$ cat config.mk
export PLATFORM = sky130hd
export DESIGN_NAME = muldiv_unit
export DESIGN_NICKNAME = d
export VERILOG_FILES = /design/src/rtl/muldiv_pkg.sv /design/src/rtl/div_iter.sv /design/src/rtl/muldiv_unit.sv
export SDC_FILE = /design/constraint.sdc
export NUM_CORES = 2
export LEC_CHECK = 0
export BUFFER_PORTS_ARGS = -buffer_cell sky130_fd_sc_hd__buf_2
export CORE_ASPECT_RATIO = 0.9
export CORE_MARGIN = 4
export CORE_UTILIZATION = 45
export CTS_BUF_LIST = sky130_fd_sc_hd__clkbuf_16
export DETAILED_ROUTE_END_ITERATION = 7
export HOLD_SLACK_MARGIN = 0.15
export PLACE_DENSITY = 0.68
export SETUP_SLACK_MARGIN = 0.05
export SYNTH_ARGS = -nofsm -noshare
export SYNTH_HDL_FRONTEND = slang
export SYNTH_HIERARCHICAL = 1
export SYNTH_SLANG_ARGS = --single-unit
$ cat constraint.sdc
create_clock -name clk -period 13.7 [get_ports clk]
set_clock_uncertainty 0.2 [all_clocks]
set_input_delay 2.74 -clock clk [delete_from_list [all_inputs] [get_ports clk]]
set_output_delay 2.74 -clock clk [all_outputs]
set_load 0.05 [all_outputs]
$ cat src/rtl/muldiv_pkg.sv
// Shared types for the HI/LO multiply/divide unit: operation codes, FSM
// states and the width helper for the divide iteration counter.
package muldiv_pkg;

  typedef enum logic [3:0] {
    MD_MULT  = 4'd0,
    MD_MULTU = 4'd1,
    MD_MADD  = 4'd2,
    MD_MADDU = 4'd3,
    MD_MSUB  = 4'd4,
    MD_MSUBU = 4'd5,
    MD_DIV   = 4'd6,
    MD_DIVU  = 4'd7,
    MD_MTHI  = 4'd8,
    MD_MTLO  = 4'd9
  } md_op_e;

  typedef enum logic [1:0] {
    ST_IDLE,
    ST_MUL,
    ST_DIV,
    ST_FIX
  } md_state_e;

  // Bits needed to count 0..width divide iterations.
  function automatic int cnt_w(input int width);
    return $clog2(width + 1);
  endfunction

endpackage

$ cat src/rtl/div_iter.sv
// Radix-2 restoring divider, one quotient bit per cycle on operand magnitudes.
// Sign correction and the divide-by-zero result are applied combinationally
// on the outputs, so they are ready during the caller's fix-up cycle.
// 'done' marks the cycle whose closing edge performs the final iteration.
module div_iter
  import muldiv_pkg::*;
#(
  parameter int WIDTH = 32
) (
  input  logic             clk,
  input  logic             resetn,
  input  logic             start,
  input  logic             kill,
  input  logic             sgn,
  input  logic [WIDTH-1:0] dividend,
  input  logic [WIDTH-1:0] divisor,
  output logic [WIDTH-1:0] quotient,
  output logic [WIDTH-1:0] remainder,
  output logic             done
);
  localparam int CW = cnt_w(WIDTH);

  logic             run;
  logic [CW-1:0]    cnt;
  logic [WIDTH-1:0] rem_p1, quo_p1, dsr_p1, dvd_p1;
  logic             neg_q_p1, neg_r_p1, dz_p1;
  logic [WIDTH:0]   shifted, diff;

  function automatic logic [WIDTH-1:0] mag(input logic [WIDTH-1:0] x, input logic s);
    return (s && x[WIDTH-1]) ? (~x + 1'b1) : x;
  endfunction

  assign shifted = {rem_p1, quo_p1[WIDTH-1]};
  assign diff    = shifted - {1'b0, dsr_p1};
  assign done    = run && (cnt == CW'(WIDTH - 1));

  // Iteration control: counts WIDTH cycles after start, abandoned on kill
  always_ff @(posedge clk) begin
    if (!resetn || kill) begin
      run <= 1'b0;
      cnt <= '0;
    end else if (start) begin
      run <= 1'b1;
      cnt <= '0;
    end else if (run) begin
      cnt <= cnt + 1'b1;
      if (done) run <= 1'b0;
    end
  end

  // Datapath: load magnitudes on start, then shift/subtract one bit per cycle
  always_ff @(posedge clk) begin
    if (start) begin
      rem_p1   <= '0;
      quo_p1   <= mag(dividend, sgn);
      dsr_p1   <= mag(divisor, sgn);
      dvd_p1   <= dividend;
      neg_q_p1 <= sgn && (dividend[WIDTH-1] ^ divisor[WIDTH-1]);
      neg_r_p1 <= sgn && dividend[WIDTH-1];
      dz_p1    <= (divisor == '0);
    end else if (run) begin
      if (!diff[WIDTH]) begin
        rem_p1 <= diff[WIDTH-1:0];
        quo_p1 <= {quo_p1[WIDTH-2:0], 1'b1};
      end else begin
        rem_p1 <= shifted[WIDTH-1:0];
        quo_p1 <= {quo_p1[WIDTH-2:0], 1'b0};
      end
    end
  end

  assign quotient  = dz_p1 ? '1 : (neg_q_p1 ? (~quo_p1 + 1'b1) : quo_p1);
  assign remainder = dz_p1 ? dvd_p1 : (neg_r_p1 ? (~rem_p1 + 1'b1) : rem_p1);

endmodule

$ cat src/rtl/muldiv_unit.sv
// HI/LO multiply/divide unit. Multiplies run through a MUL_LAT-stage product
// pipeline (plus one accumulate stage for MADD/MSUB); divides run in div_iter.
// A single FSM owns busy/done and is the only writer of HI/LO.
module muldiv_unit
  import muldiv_pkg::*;
#(
  parameter int WIDTH   = 32,
  parameter int MUL_LAT = 3
) (
  input  logic             clk,
  input  logic             resetn,
  input  logic             req_valid,
  output logic             req_ready,
  input  logic [3:0]       op,
  input  logic [WIDTH-1:0] src_a,
  input  logic [WIDTH-1:0] src_b,
  input  logic             flush,
  output logic [WIDTH-1:0] hi,
  output logic [WIDTH-1:0] lo,
  output logic             busy,
  output logic             done
);
  localparam int PW = 2 * WIDTH;
  localparam int LS = MUL_LAT - 1;

  md_state_e state;
  md_op_e    op_e;
  logic      accept, op_mul, op_div, op_sgn, op_acc, op_sub;

  logic signed [PW-1:0] a_ext, b_ext, prod_full;
  logic [PW-1:0]        prod_p [MUL_LAT];
  logic [MUL_LAT-1:0]   vld_p;
  logic [PW-1:0]        acc_base, sum_pl, mul_res;
  logic                 acc_en, acc_sub, vld_pl;
  logic                 mul_wr, acc_wr;

  logic             div_start, div_last;
  logic [WIDTH-1:0] div_quo, div_rem;

  assign op_e      = md_op_e'(op);
  assign req_ready = !busy;
  assign accept    = req_valid && req_ready && !flush;

  // Decode the operation class and signedness
  always_comb begin
    op_mul = 1'b0;
    op_div = 1'b0;
    op_sgn = 1'b0;
    op_acc = 1'b0;
    op_sub = 1'b0;
    case (op_e)
      MD_MULT:  begin op_mul = 1'b1; op_sgn = 1'b1; end
      MD_MULTU: op_mul = 1'b1;
      MD_MADD:  begin op_mul = 1'b1; op_sgn = 1'b1; op_acc = 1'b1; end
      MD_MADDU: begin op_mul = 1'b1; op_acc = 1'b1; end
      MD_MSUB:  begin op_mul = 1'b1; op_sgn = 1'b1; op_acc = 1'b1; op_sub = 1'b1; end
      MD_MSUBU: begin op_mul = 1'b1; op_acc = 1'b1; op_sub = 1'b1; end
      MD_DIV:   begin op_div = 1'b1; op_sgn = 1'b1; end
      MD_DIVU:  op_div = 1'b1;
      default:  ;
    endcase
  end

  // Extending to full product width makes the low 2*WIDTH bits exact for both signednesses.
  assign a_ext     = {{WIDTH{op_sgn & src_a[WIDTH-1]}}, src_a};
  assign b_ext     = {{WIDTH{op_sgn & src_b[WIDTH-1]}}, src_b};
  assign prod_full = a_ext * b_ext;

  // Product pipeline: stage 0 captures at accept, then one stage per cycle; accumulate after the last
  always_ff @(posedge clk) begin
    prod_p[0] <= prod_full;
    for (int k = 1; k < MUL_LAT; k++) prod_p[k] <= prod_p[k-1];
    sum_pl <= acc_sub ? (acc_base - prod_p[LS]) : (acc_base + prod_p[LS]);
    if (accept) begin
      acc_base <= {hi, lo};
      acc_en   <= op_acc;
      acc_sub  <= op_sub;
    end
  end

  // Valid chain alongside the product; flush or reset drops anything in flight
  always_ff @(posedge clk) begin
    if (!resetn || flush) begin
      vld_p  <= '0;
      vld_pl <= 1'b0;
    end else begin
      vld_p[0] <= accept && op_mul;
      for (int k = 1; k < MUL_LAT; k++) vld_p[k] <= vld_p[k-1];
      vld_pl <= vld_p[LS] && acc_en;
    end
  end

  assign mul_wr  = vld_p[LS] && !acc_en;
  assign acc_wr  = vld_pl;
  assign mul_res = acc_wr ? sum_pl : prod_p[LS];

  assign div_start = accept && op_div;

  div_iter #(.WIDTH(WIDTH)) u_div (
    .clk       (clk),
    .resetn    (resetn),
    .start     (div_start),
    .kill      (flush),
    .sgn       (op_sgn),
    .dividend  (src_a),
    .divisor   (src_b),
    .quotient  (div_quo),
    .remainder (div_rem),
    .done      (div_last)
  );

  // Control FSM: sequences ops, owns busy/done, and is the sole writer of HI/LO
  always_ff @(posedge clk) begin
    if (!resetn) begin
      state <= ST_IDLE;
      busy  <= 1'b0;
      done  <= 1'b0;
      hi    <= '0;
      lo    <= '0;
    end else begin
      done <= 1'b0;
      if (flush) begin
        state <= ST_IDLE;
        busy  <= 1'b0;
      end else begin
        case (state)
          ST_IDLE: if (accept) begin
            if (op_e == MD_MTHI) hi <= src_a;
            if (op_e == MD_MTLO) lo <= src_a;
            if (op_mul) begin
              state <= ST_MUL;
              busy  <= 1'b1;
            end
            if (op_div) begin
              state <= ST_DIV;
              busy  <= 1'b1;
            end
          end
          ST_MUL: if (mul_wr || acc_wr) begin
            {hi, lo} <= mul_res;
            state    <= ST_IDLE;
            busy     <= 1'b0;
            done     <= 1'b1;
          end
          ST_DIV: if (div_last) state <= ST_FIX;
          ST_FIX: begin
            hi    <= div_rem;
            lo    <= div_quo;
            state <= ST_IDLE;
            busy  <= 1'b0;
            done  <= 1'b1;
          end
          default: state <= ST_IDLE;
        endcase
      end
    end
  end

endmodule

==> impl_results.md <==
* Most frequent cells in the layout: 1282 x inv_1, 1156 x nand2_1, 1127 x fa_1
* Gp weighted congestion at 0.941
* Avg WL per Cell at 21.7 microns
* Share of layout cells above drive strength 1 at 4.87%
* Post-CTS Setup Bufs at 0
* RSZ-0062 raised after global routing: false
* Cell area after synthesis at 64600 sq um
* Pre-CTS WS at 2.07 ns
* Detailed-route DRC error count at 0
* Routed Antenna Nets at 0
* Largest net degree at the start of global routing at 96
* Final hold vios at 0
* Rows at 131
* Initial antenna violation count at 24
* Drt via density at 5.55
* Clock latency on the worst-skew pair at 0.63 ns
* CTS max path bufs at 3
* Critical Path Start Type: primary input
* Distinct cell type count after synthesis at 95
* CTS tree: built
* First DRT Iteration DRCs at 4471
* Reg area at 12300 sq um
* Std-Cell Core Area at 142000 sq um
* First-pass GRT wire length at 306000 microns
* YS warnings at 6
* Max transition margin at 23.1%
* Post-synth EDFFs at 165
* DR vias at 49900
* R2R depth at 16
* Arrival @ worst endpoint at 11.38 ns
* Number of H-tree levels at 2
* Root buf cell: clkbuf_16
* CP Capture Type: register
* Max-slew violations at 0
* Detailed Routing Iterations Pass 1 at 6
* I/O pin total at 139
* Setup ws final at 2.68 ns
* IO buf count at 138
* Tightest Hold Check Type: register to register
* CTS Sinks at 532
* Multi-input gate area at 46100 sq um
* Routed wire length at 195000 microns
* Yosys reg bits at 532
* Syn avg cell area at 9.09 sq um
* Slew at the pin with the worst max-slew slack at 1.15 ns
* Max_cap viols at 0
* WHS at 0.144 ns
* Worst Hold Depth at 0
* Initial core utilization at 45.4%
* GRT Total Usage at 26.2%
* Area Growth Syn to Fin at 7.48%
* Maximum fanout along the worst path at 18
* Worst-path clk slew at 0.06 ns
* Hpwl dp at 152000 microns
* Total of fill cells in the finished design at 13100
* Achievable clock frequency at 90.8 MHz
* TritonCTS Buffers at 57
* Period utilization at 80.4%
* Min Tclk post-route at 11.02 ns
* Synth Flop Type: dfxtp_1
* Setup TNS at 0 ns
* Grt ovf at 0
* Synth Instances at 7101
* Post-synthesis sequential area ratio at 19.1%
* Die area at 150000 sq um
* Cell Count Post-Placement at 8790
* Vias in the first global route at 52300
* Setup-failing EPs final at 0
* Critical path class: primary input to register
* Worst EP required at 14.06 ns
* Commonest non-fill, non-tap cell in the layout: inv_1
* Die width at 407 microns
* Outcome: complete, no violations
* Die H at 367 microns
* Async SR Flop Fraction at 0%
* Nets at 8574
* Fin cells at 8990
* Synthesized Nets at 8613
[sequential cells by signal, indices dropped and copies added (netlist names)]
name and count:
u_div/dsr_p1 32, u_div/run 1, sum_pl 64, acc_en 1
prod_p 192, u_div/neg_q_p1 1, u_div/dz_p1 1, state 2
busy 1, lo 32, acc_wr 1, u_div/dvd_p1 32
u_div/neg_r_p1 1, u_div/quo_p1 32, done 1, vld_p 3
acc_sub 1, acc_base 64, hi 32, u_div/rem_p1 32
u_div/cnt 6
[timing repair]
action / in CTS / in global routing
resized for setup: 0 / 0
hold endpoints to repair: 75 / 0
endpoints found under the setup margin: 0 / 0
hold buffers: 75 / 0
[logic make-up after synthesis]
logic type,count (synthesis),share of synthesized area [%]
buffers and inverters,1653,9.63
adders and majority gates,1440,41.0
DFF,532,19.1
muxes,71,1.11
and+or+nand+nor,2087,14.8
xor gates and xnor gates,340,4.65
AOI/OAI and AO/OA,978,9.71
[metal layers]
metal  global-route usage (%)  part of all wire, %
met5                        0                0.040
met4                     8.71                  3.7
met3                     5.27                  9.7
met2                     41.4                   45
met1                     36.2                   42
[worst paths after layout]
path / startpoint / to / slack [ns]
worst max-delay path: src_a[31] / prod_p[0][60] / 2.68
worst min-delay path: prod_p[0][124] / prod_p[0][188] / 0.14
worst max register to register: prod_p[0][137] / sum_pl[60] / 7.79
worst min register to register: prod_p[0][124] / prod_p[0][188] / 0.14
[metrics by stage]
step	util (%)	instance area [sq um]
after CTS	48.8	69300
after global placement	46.9	66700
final	48.8	69400
after global routing	48.8	69300
after detailed placement	46.9	66700
after floorplan	-	64600
[layout make-up]
cell class / count / share of cell area (%)
Antenna cell: 17 / 0.0613
Clock buffer: 59 / 2.13
Inverter: 1274 / 6.89
Tap cell: 1862 / 3.36
Timing Repair Buffer: 281 / 2.81
Multi-Input combinational cell: 4916 / 66.4
Clock inverter: 49 / 0.584
Sequential cell: 532 / 17.7
[synthesized netlist by cell type, drive strengths merged, types with 7 or more instances]
cell type,count,area [sq um]
a311oi,25,225
a21boi,9,67.6
or3,24,166
and3,52,332
edfxtp,165,4950
nor3,64,325
nor4,28,203
nor2,249,935
nand2b,27,169
a21oi,326,1640
buf,12,56.3
fa,1127,22600
clkbuf,367,1380
inv,1274,4780
dfxtp,367,7350
nand3,45,225
o21a,25,188
nand2,1156,4340
o211a,67,671
o211ai,20,150
or4,14,114
mux2i,68,681
xnor2,204,1810
xor2,136,1190
a31oi,35,240
a2111oi,7,61.3
a21o,79,593
o21ai,236,1180
or2,19,119
ha,313,3920
nor2b,61,382
nand4,40,250
a211oi,20,160
nor3b,9,78.8
o21bai,19,143
and2,276,1730
o41ai,15,139
o31ai,36,280
[critical path, stage by stage]
cell	delay, ns
buf_2	0.37
and2_1	0.20
buf_4	0.23
nand2_1	0.12
inv_1	0.13
fa_1	0.49
fa_1	0.57
fa_1	0.62
inv_1	0.29
fa_1	1.09
inv_1	0.31
fa_1	0.52
fa_1	0.55
inv_1	0.05
fa_1	0.45
fa_1	0.49
inv_1	0.04
ha_1	0.34
and2_1	0.23
and3_1	0.20
a221o_1	0.31
a21oi_2	0.23
o21ai_1	0.16
a221o_1	0.31
a21oi_1	0.17
xnor2_1	0.13
Power is not shown: default switching activity piles up to over one toggle a cycle in this logic, so the estimate is an artifact.
